$ cat src/rtl/serial_deframer.sv
`default_nettype none
// ============================================================================
//  Module      : serial_deframer
//  Description : Receive side of the single-bit serial link. Samples one bit
//                per clock on data_in and rebuilds framed words:
//                  start(0) | WIDTH data bits LSB-first | [even parity] | stop(1)
//                The line idles high. Good words go to a valid/ready output
//                register. Bad frames and dropped frames raise one-cycle
//                error pulses.
//  Revision    : 1.0  initial release
// ----------------------------------------------------------------------------
//  Parameters
//    WIDTH      data bits per frame (2..32)
//    PARITY_EN  1 = even-parity bit follows the data, 0 = no parity bit
//  Ports
//    clk        in   1      clock, rising edge
//    rst        in   1      synchronous reset, active-high
//    data_in    in   1      serial line, idle high
//    data_out   out  WIDTH  received word, stable while out_valid=1
//    out_valid  out  1      data_out holds an unconsumed word
//    out_ready  in   1      consumer takes the word on out_valid && out_ready
//    parity_err out  1      pulse: frame dropped on parity mismatch
//    frame_err  out  1      pulse: frame dropped because the stop bit was 0
//    overrun    out  1      pulse: good frame dropped, output register full
// ============================================================================
module serial_deframer #(
  parameter int WIDTH     = 8,
  parameter bit PARITY_EN = 1'b1
) (
  input  logic             clk,
  input  logic             rst,
  input  logic             data_in,
  output logic [WIDTH-1:0] data_out,
  output logic             out_valid,
  input  logic             out_ready,
  output logic             parity_err,
  output logic             frame_err,
  output logic             overrun
);

  localparam int               c_CNT_W    = $clog2(WIDTH);
  localparam logic [c_CNT_W-1:0] c_LAST_BIT = c_CNT_W'(WIDTH - 1);

  typedef enum logic [2:0] {
    ST_IDLE   = 3'd0,
    ST_DATA   = 3'd1,
    ST_PARITY = 3'd2,
    ST_STOP   = 3'd3,
    ST_BREAK  = 3'd4
  } state_t;

  state_t             r_state;
  logic [WIDTH-1:0]   r_shift;
  logic [c_CNT_W-1:0] r_cnt;
  logic               r_par;       // running XOR of the data bits
  logic               r_par_bad;   // latched parity verdict for the stop stage
  logic [WIDTH-1:0]   r_data;
  logic               r_out_valid;
  logic               r_parity_err;
  logic               r_frame_err;
  logic               r_overrun;

  logic               w_par_bad;
  logic               w_can_load;

  // Without a parity bit the check can never fail.
  assign w_par_bad  = PARITY_EN && r_par_bad;
  // A new word may enter if the register is empty or is being drained now.
  assign w_can_load = !r_out_valid || out_ready;

  always_ff @(posedge clk) begin
    if (rst) begin
      r_state      <= ST_IDLE;
      r_shift      <= '0;
      r_cnt        <= '0;
      r_par        <= 1'b0;
      r_par_bad    <= 1'b0;
      r_data       <= '0;
      r_out_valid  <= 1'b0;
      r_parity_err <= 1'b0;
      r_frame_err  <= 1'b0;
      r_overrun    <= 1'b0;
    end else begin
      // Error outputs are single-cycle pulses.
      r_parity_err <= 1'b0;
      r_frame_err  <= 1'b0;
      r_overrun    <= 1'b0;

      // Consumption; a good frame completing on this edge overrides below.
      if (r_out_valid && out_ready) begin
        r_out_valid <= 1'b0;
      end

      case (r_state)
        ST_IDLE: begin
          if (!data_in) begin
            r_state   <= ST_DATA;
            r_cnt     <= '0;
            r_par     <= 1'b0;
            r_par_bad <= 1'b0;
          end
        end

        ST_DATA: begin
          // Shift right: the first data bit ends up in bit 0.
          r_shift <= {data_in, r_shift[WIDTH-1:1]};
          r_par   <= r_par ^ data_in;
          r_cnt   <= r_cnt + 1'b1;
          if (r_cnt == c_LAST_BIT) begin
            r_state <= PARITY_EN ? ST_PARITY : ST_STOP;
          end
        end

        ST_PARITY: begin
          r_par_bad <= r_par ^ data_in;
          r_state   <= ST_STOP;
        end

        ST_STOP: begin
          if (data_in) begin
            r_state <= ST_IDLE;
            if (w_par_bad) begin
              r_parity_err <= 1'b1;
            end else if (w_can_load) begin
              r_data      <= r_shift;
              r_out_valid <= 1'b1;
            end else begin
              r_overrun <= 1'b1;
            end
          end else begin
            r_state      <= ST_BREAK;
            r_frame_err  <= 1'b1;
            r_parity_err <= w_par_bad;
          end
        end

        ST_BREAK: begin
          // The line must be seen high before another start bit counts.
          if (data_in) begin
            r_state <= ST_IDLE;
          end
        end

        default: begin
          r_state <= ST_IDLE;
        end
      endcase
    end
  end

  assign data_out   = r_data;
  assign out_valid  = r_out_valid;
  assign parity_err = r_parity_err;
  assign frame_err  = r_frame_err;
  assign overrun    = r_overrun;

endmodule
`default_nettype wire

$ cat config.mk
export PLATFORM = sky130hd
export DESIGN_NAME = serial_deframer
export DESIGN_NICKNAME = d
export VERILOG_FILES = /design/src/rtl/serial_deframer.sv
export SDC_FILE = /design/constraint.sdc
export NUM_CORES = 1
export LEC_CHECK = 0
export BUFFER_PORTS_ARGS = -buffer_cell sky130_fd_sc_hd__buf_2
export CAP_MARGIN = 20
export CORE_MARGIN = 1
export CORE_UTILIZATION = 60
export DETAILED_ROUTE_END_ITERATION = 10
export PLACE_DENSITY = 0.93
export SLEW_MARGIN = 25
export SYNTH_ARGS = -nofsm -noshare
export SYNTH_HDL_FRONTEND = slang
export SYNTH_SLANG_ARGS = --single-unit
$ cat constraint.sdc
create_clock -name clk -period 2.4 [get_ports clk]
set_input_delay 0.24 -clock clk [delete_from_list [all_inputs] [get_ports clk]]
set_output_delay 0.24 -clock clk [all_outputs]
set_load 0.01 [all_outputs]
; ---- Word-level counts from Yosys, hierarchy flattened
; Cells that the tools add are included.
[word_totals]
ff_bits = 28
in_bits = 4
output_inout_bits = 12
wordCells = 54
[classes]
addsub = 1
n_eq_ne = 8
mux = 19
n_bitwise = 4
reduce_logical = 12
[op_table]
columns = op, count
row1 = $mux 3, 5
row2 = $pmux 3 s5, 1
row3 = $mux 1, 10
row4 = $eq 3x2->1 const B, 2
row5 = $eq 3x3->1 const B, 2
row6 = $ne 2x2->1 const B, 3
row7 = $pmux 3 s2, 1
row8 = $pmux 1 s2, 2
row9 = $reduce_and 2->1, 2
row10 = $reduce_and 4->1, 1
row11 = $reduce_bool 2->1, 2
row12 = $reduce_or 4->1, 1
row13 = $add 3x1->3 const B, 1
row14 = $eq 3x1->1 const B, 1
row15 = $logic_not 3->1, 1
row16 = $not 1->1, 3
row17 = $reduce_and 3->1, 1
row18 = $reduce_or 2->1, 1
row19 = $logic_and 1x1->1, 1
row20 = $logic_not 1->1, 1
row21 = $logic_or 1x1->1, 1
row22 = $xor 1x1->1, 1

; ---- Depth between registers and ports, before layout
; Gate-level depths: netlist of the first run.
[logic_depth]
depth_word = 6
depth_mapped = 5
ltp_nobuf = 5

; ---- Worst setup path before layout of the first run
; No wires, ideal clock.
[synth_path]
kind = reg2reg
start = reg r_state[1]
end = reg r_shift[0]
setup_ps = 117
t_arrival_ps = 1029
required_ps = 2283
setup_slack_ps = 1254
stages_incl_launch_ff = 6
n_path_buf = 2
synth_period_minus_slack_ps = 1146
cell_sequence = dfxtp_1 buf_6 nor3b_4 buf_6 mux2i_1 nor2_1
[synth_via]
elab_chain_cells = 1
[synth_lines]
columns = item, line_no
row1 = "start, declared", 52  ; state_t r_state;
row2 = "start signal, assigned", 110  ; r_state <= PARITY_EN ? ST_PARITY : ST_STOP;
row3 = $eq 3x1->1, 94  ; case (r_state)
row4 = "end signal, assigned", 106  ; r_shift <= {data_in, r_shift[WIDTH-1:1]};
row5 = "end, declared", 53  ; logic [WIDTH-1:0] r_shift;
; Every way passes these cells.
; A chain may end at the register's enable or synchronous reset.

; ---- Worst setup path after layout of the first run
[layout_path]
start = reg r_state[1]
end = reg r_data[1], in the netlist data_out[1]
[layout_via]
elab_chain_cells = 2
[layout_lines]
columns = item, line_no
row1 = $eq 3x2->1, 94
row2 = $reduce_and 4->1 (no source line), n/a
row3 = "end signal, assigned", 125  ; r_data <= r_shift;
row4 = "end, declared", 57  ; logic [WIDTH-1:0] r_data;
; Every way passes these cells.

==> flow_metrics.py, run 1 <==
metrics = {
    "status": {
        "status": "finished clean",
    },
    "route": {
        "vias_per_cell": 5.33,
        "first_pass_iters": 4,
        "drc": 0,
        "routed_wl_um": 2030,
        "drt-wirelength-per-cell_um": 12.8,
        "drt-initial-drc-count": 8,
        "postRouteAntennaNets": 0,
        "vias": 847,
    },
    "synthesis": {
        "synth.cell_area_mm2": 0.00126,
        "post-synth-top-area-fraction_pct": 44.4,
        "synth-edff-count": 0,
        "syn_inst": 122,
        "synthesis.nets": 128,
        "ys_ff_latch": 28,
        "yosysUniqueCellTypes": 32,
        "yosys-top-cells-area": "dfxtp_1 (44%), mux2i_1 (13%), nand2b_1 (9.4%)",
        "synth_area_leader_cell": "dfxtp_1",
        "ys_seq_area_share_pct": 44.4,
        "async_flop_share_pct": 0,
        "synthFlopType": "dfxtp_1",
        "syn_avg_cell_area_um2": 10.3,
        "synth_warnings": 0,
    },
    "power_and_ir_drop": {
        "p_int_w": 0.000589,
        "p_switching_w": 0.000167,
        "pwr-share-seq_pct": 63.6,
        "clkPwrFrac_pct": 29.7,
        "p_leak_nw": 0.520,
        "peakVddDrop_mv": 0.300,
        "sw_frac_of_total_pct": 22.1,
        "power_density_mw_per_mm2": 568,
        "share_comb_of_total_power_pct": 6.7,
    },
    "layout": {
        "num-nets-final": 139,
        "mostFrequentLayoutCells": "dfxtp_1 (28), nand2b_1 (19), mux2i_1 (16)",
        "regArea_um2": 561,
        "area_delta_synth_final_pct": 5.36,
        "mostFrequentLayoutCell": "dfxtp_1",
        "multiInputGateArea_um2": 619,
        "antenna_cells": 0,
        "drive_above_1_share_pct": 21.2,
        "fillerInstances": 155,
        "instances_no_fill": 159,
        "final_design_area_no_fill_mm2": 0.00133,
    },
    "placed_design": {
        "dp.cells": 155,
        "io_buffers": 15,
        "placed_cell_area_mm2": 0.00129,
        "dpl.hpwl_um": 1390,
        "gp_congestion": 0.723,
    },
    "clock_network": {
        "cts_buffer_depth": 2,
        "cts_sinks": 28,
        "cts_buffers": 3,
        "clk_pin_slew_ps": 140,
        "tritoncts": "yes",
        "cts_hold_buffers": 0,
        "insertion_delay_ps": 320,
        "post-cts-setup-buffer-count": 0,
        "ctsHtreeMaxLevel": 1,
        "postCtsResizedCells": 0,
        "root_buffer": "clkbuf_4",
    },
    "floorplan": {
        "rows": 16,
        "dieWidth_um": 47.8,
        "start_util_pct": 64.3,
        "die_area_mm2": 0.00229,
        "ios": 16,
        "die_y_um": 47.8,
        "core-area_mm2": 0.00196,
    },
    "sta": {
        "post-route-min-period_ps": 1680,
        "finalHoldViolations": 0,
        "setup_tns_ps": 0,
        "finalSetupViolCount": 0,
        "max_slew_margin_pct": 52.7,
        "worst_pin_slew_ps": 707,
        "skew_ps": 1.48,
        "final_max_slew_viol_count": 0,
        "rsz0062_at_grt": "no",
        "clock.fmax_mhz": 597,
        "fin_crit_sh_pct": 69.8,
    },
    "global_routing": {
        "grt_use_total_pct": 20.4,
        "grt-ovfl-total": 0,
        "antenna_found_initial": 0,
        "grt_max_degree": 35,
        "grt_pass1_wl_um": 3280,
        "grt_pass1_vias": 803,
    },
    "critical_path": {
        "worstPathRequired_ps": 2660,
        "crit_fanout": 9,
        "crit_chain": "nand2_4, nor4b_4, mux2i_1",
        "crit_type": "reg -> reg",
        "cp.arrival_ps": 1930,
        "reg2reg_depth": 3,
        "crit_path_top_delay_cell": "nor4b_4",
        "crit_path_end_kind": "flop",
        "cp_slowest_stage_delay_ps": 630,
        "startpoint_type": "flop",
    },
    "min_path": {
        "min_path_cells": 2,
        "hold_path_class": "in -> reg",
    },
    "flow_run": {
        "max_cap_violations": 0,
    },
}
-- registers in the layout, summed over array words and instances, names as in the netlist --
register and flops:
parity_err 1, r_shift 8, data_out 8, frame_err 1, r_cnt 3, overrun 1
r_par 1, r_state 3, r_par_bad 1, out_valid 1
-- cell usage after synthesis, types with 2 or more instances --
library cell and count:
dfxtp_1 28, nand2_1 3, nor3_1 3, nor2_1 12
nand2b_1 19, buf_6 5, mux2i_1 16, ha_1 2
nor2b_1 2, a21oi_1 5, o21ai_0 4, buf_2 2
o22a_1 2
-- per-layer routing --
metal	GRT usage (%)	vias to the layer above	wire, µm
li1	-	426	-
met5	0	-	0
met4	12.8	0	24
met3	4.91	4	67
met1	22.9	400	883
met2	34.6	17	1060
-- power by group through the flow --
stage	logic [W]	registers (W)	clock network, W
floorplan	0.0000525	0.000486	0
global placement	0.0000493	0.000490	0
detailed placement	0.0000505	0.000490	0
CTS	0.0000508	0.000480	0.000231
global route	0.0000561	0.000482	0.000246
finish	0.0000506	0.000480	0.000224
-- logic make-up (layout without fill, tap and decap cells) --
group           count (synthesis)  after routing  synth area share [%]
compound gates                 13             13                  6.55
xor+xnor                        1              1                 0.695
fa+ha+maj                       2              2                  1.98
buf+inv                        10             20                  6.45
flops                          28             28                  44.4
mux                            17             17                  13.6
simple gates                   51             51                  26.3
-- layout make-up --
| type | count | area share [%] |
|---|---|---|
| Sequential cell | 28 | 42.2 |
| Tap cell | 27 | 2.54 |
| Inverter | 1 | 0.282 |
| Clock buffer | 4 | 2.73 |
| Timing Repair Buffer | 15 | 5.65 |
| Multi-Input combinational cell | 84 | 46.6 |
-- critical path, delay by kind of cell (launching register included) --
| family | cells | cell delay, ps |
|---|---|---|
| DFF | 1 | 610 |
| muxes | 1 | 260 |
| and+or+nand+nor | 2 | 750 |
-- through the flow --
stage	setup slack [ps]	power, W	util, %	hold WS (ps)
2_1_floorplan	1250	0.000538	-	422
4_1_cts	730	0.000763	67.7	205
3_3_place_gp	809	0.000539	65.9	431
5_1_grt	593	0.000784	67.7	208
6_report	724	0.000755	67.7	211
3_5_place_dp	775	0.000540	65.9	444
-- path summary, 6_finish.rpt --
kind	from	end	slack, ps
setup reg to reg	r_state[1]$_SDFFE_PP0P_	data_out[1]$_SDFFE_PP0P_	720
setup / recovery	r_state[1]$_SDFFE_PP0P_	data_out[1]$_SDFFE_PP0P_	720
hold / removal	data_in	frame_err$_SDFF_PP0_	210
hold reg to reg	data_out[4]$_SDFFE_PP0P_	data_out[4]$_SDFFE_PP0P_	480
No activity file was read; power rests on OpenSTA's default activity.
==> run 2, diff against run 1 <==
--- a/config.mk
+++ b/config.mk
@@ -8,9 +8,9 @@
 export BUFFER_PORTS_ARGS = -buffer_cell sky130_fd_sc_hd__buf_2
 export CAP_MARGIN = 20
 export CORE_MARGIN = 1
-export CORE_UTILIZATION = 60
+export CORE_UTILIZATION = 55
 export DETAILED_ROUTE_END_ITERATION = 10
-export PLACE_DENSITY = 0.93
+export PLACE_DENSITY = 0.87
 export SLEW_MARGIN = 25
 export SYNTH_ARGS = -nofsm -noshare
 export SYNTH_HDL_FRONTEND = slang
==> constraint.sdc (replaced) <==
create_clock -name clk -period 1.6 [get_ports clk]
set_input_delay 0.16 -clock clk [delete_from_list [all_inputs] [get_ports clk]]
set_output_delay 0.16 -clock clk [all_outputs]
set_load 0.01 [all_outputs]
==> run 2 against run 1 <==
  * Clock-buffer cell count shrank 1
  * Maximum frequency grew 16%
  * Final cell count grew 0.63%
  * Combinational power grew 58%
  * First-iteration DRC count grew 25%
  * Final area is essentially flat
  * Worst hold slack lost 81 ps
  * Critical path type unchanged
  * Critical endpoint is now r_shift[1]$_SDFFE_PP0P_
  * Largest power group unchanged
  * Highest routed layer unchanged
==> flow_metrics.py, run 2 (synthesized netlist as in run 1, its figures left out) <==
metrics = {
    "status": {
        "status": "finished clean",
    },
    "sta": {
        "max_slew_margin_pct": 66.9,
        "skew_ps": 5.80,
        "finalSetupViolCount": 0,
        "final_max_slew_viol_count": 0,
        "finalHoldViolations": 0,
        "rsz0062_at_grt": "no",
        "post-route-min-period_ps": 1440,
        "clock.fmax_mhz": 694,
        "setup_tns_ps": 0,
        "fin_crit_sh_pct": 90.1,
        "worst_pin_slew_ps": 495,
    },
    "global_routing": {
        "grt-ovfl-total": 0,
        "grtUsageMet1_pct": 19.2,
        "grt_pass1_vias": 828,
        "grtUsageMet2_pct": 34.2,
        "grt_pass1_wl_um": 3420,
        "antenna_found_initial": 0,
        "grt_max_degree": 35,
        "busiest_layer": "met2",
        "grt_use_total_pct": 17.7,
        "use_met3_pct": 2.78,
    },
    "power_and_ir_drop": {
        "peakVddDrop_mv": 0.413,
        "power_density_mw_per_mm2": 814,
        "p_total_w": 0.00108,
        "p_leak_nw": 0.524,
    },
    "clock_network": {
        "ctsHtreeMaxLevel": 1,
        "tritoncts": "yes",
        "cts_hold_buffers": 0,
        "cts_buffers": 3,
        "root_buffer": "clkbuf_4",
        "cts_sinks": 28,
        "postCtsResizedCells": 0,
        "post-cts-setup-buffer-count": 0,
        "cts_buffer_depth": 2,
        "clk_pin_slew_ps": 130,
        "insertion_delay_ps": 320,
    },
    "placed_design": {
        "dpl.hpwl_um": 1380,
        "io_buffers": 15,
        "gp_congestion": 0.722,
    },
    "layout": {
        "area_delta_synth_final_pct": 5.46,
        "drive_above_1_share_pct": 21.8,
        "antenna_cells": 0,
        "mostFrequentLayoutCell": "dfxtp_1",
        "post-route-util_pct": 64.5,
        "mostFrequentLayoutCells": "dfxtp_1 (28), nand2b_1 (19), mux2i_1 (16)",
        "num-nets-final": 141,
    },
    "route": {
        "routed_wl_um": 1930,
        "drt-initial-drc-count": 10,
        "postRouteAntennaNets": 0,
        "drt-wirelength-per-cell_um": 12.1,
        "vias_per_cell": 5.36,
        "drc": 0,
        "vias": 858,
        "first_pass_iters": 4,
    },
    "floorplan": {
        "rows": 16,
        "ios": 16,
        "core-area_mm2": 0.00206,
        "die_y_um": 49.9,
        "dieWidth_um": 49.9,
        "start_util_pct": 61.2,
        "die_area_mm2": 0.00249,
    },
    "critical_path": {
        "worstSetupStartpoint": "r_state[0]$_SDFFE_PP0P_",
        "crit_path_top_delay_cell": "dfxtp_1",
        "crit_chain": "nor3b_4, buf_4, mux2i_1, nor2_1",
        "crit_type": "reg -> reg",
        "cp.arrival_ps": 1650,
        "worstPathRequired_ps": 1810,
        "crit_fanout": 11,
        "crit_path_end_kind": "flop",
        "timing.rr.start": "r_state[0]$_SDFFE_PP0P_",
        "cp_slowest_stage_delay_ps": 580,
        "reg2reg_slack_ps": 160,
        "startpoint_type": "flop",
    },
    "min_path": {
        "hold_path_class": "in -> reg",
        "hp-start": "data_in",
    },
    "flow_run": {
        "max_cap_violations": 0,
    },
}
[run 2: cell types whose count changed in the layout (fill, tap and decap cells not counted), sizes merged]
cell	previous run	this run
clkbuf	4	3
buf	15	17
[run 2: final cells by class]
cell class	instances	area, µm²
inverters	1	3.75
repair buffers	17	90.1
well taps	27	33.8
multi-input cells	84	619
fillers	160	732
flip-flops and latches	28	561
clock buffers	3	22.5
[run 2: power by group]
| part | internal [W] | switching, W |
|---|---|---|
| Clock | 0.0000882 | 0.000193 |
| Combinational | 0.0000386 | 0.0000414 |
| Sequential | 0.000707 | 0.0000139 |
| Total | 0.000834 | 0.000248 |
[run 2: final timing paths]
| kind | to | cells past startpoint |
|---|---|---|
| max | r_shift[1]$_SDFFE_PP0P_ | 4 |
| max reg2reg | r_shift[1]$_SDFFE_PP0P_ | 4 |
| min | frame_err$_SDFF_PP0_ | 2 |
| min reg2reg | parity_err$_SDFF_PP0_ | 2 |
[run 2: per-layer routing]
layer,share of wire (%),vias to the layer above
met3,2.8,2
met5,0,-
met1,45,411
met4,0.72,0
met2,51,14
li1,-,431
[run 2: critical path, delay by kind of cell (launching register included)]
kind,cells,cell delay [ps]
AND/OR/NAND/NOR,2,290
buffers and inverters,1,240
multiplexers,1,220
flip-flops,1,580
[run 2: metrics by stage]
step                hold slack, ps  setup WS, ps  cells  cell area [µm²]
floorplan                      344           454    122             1260
global placement               438           248    157             1310
detailed placement             444           187    157             1310
CTS                            123           168    160             1330
global route                   138          45.6    160             1330
finish                         130           158    160             1330
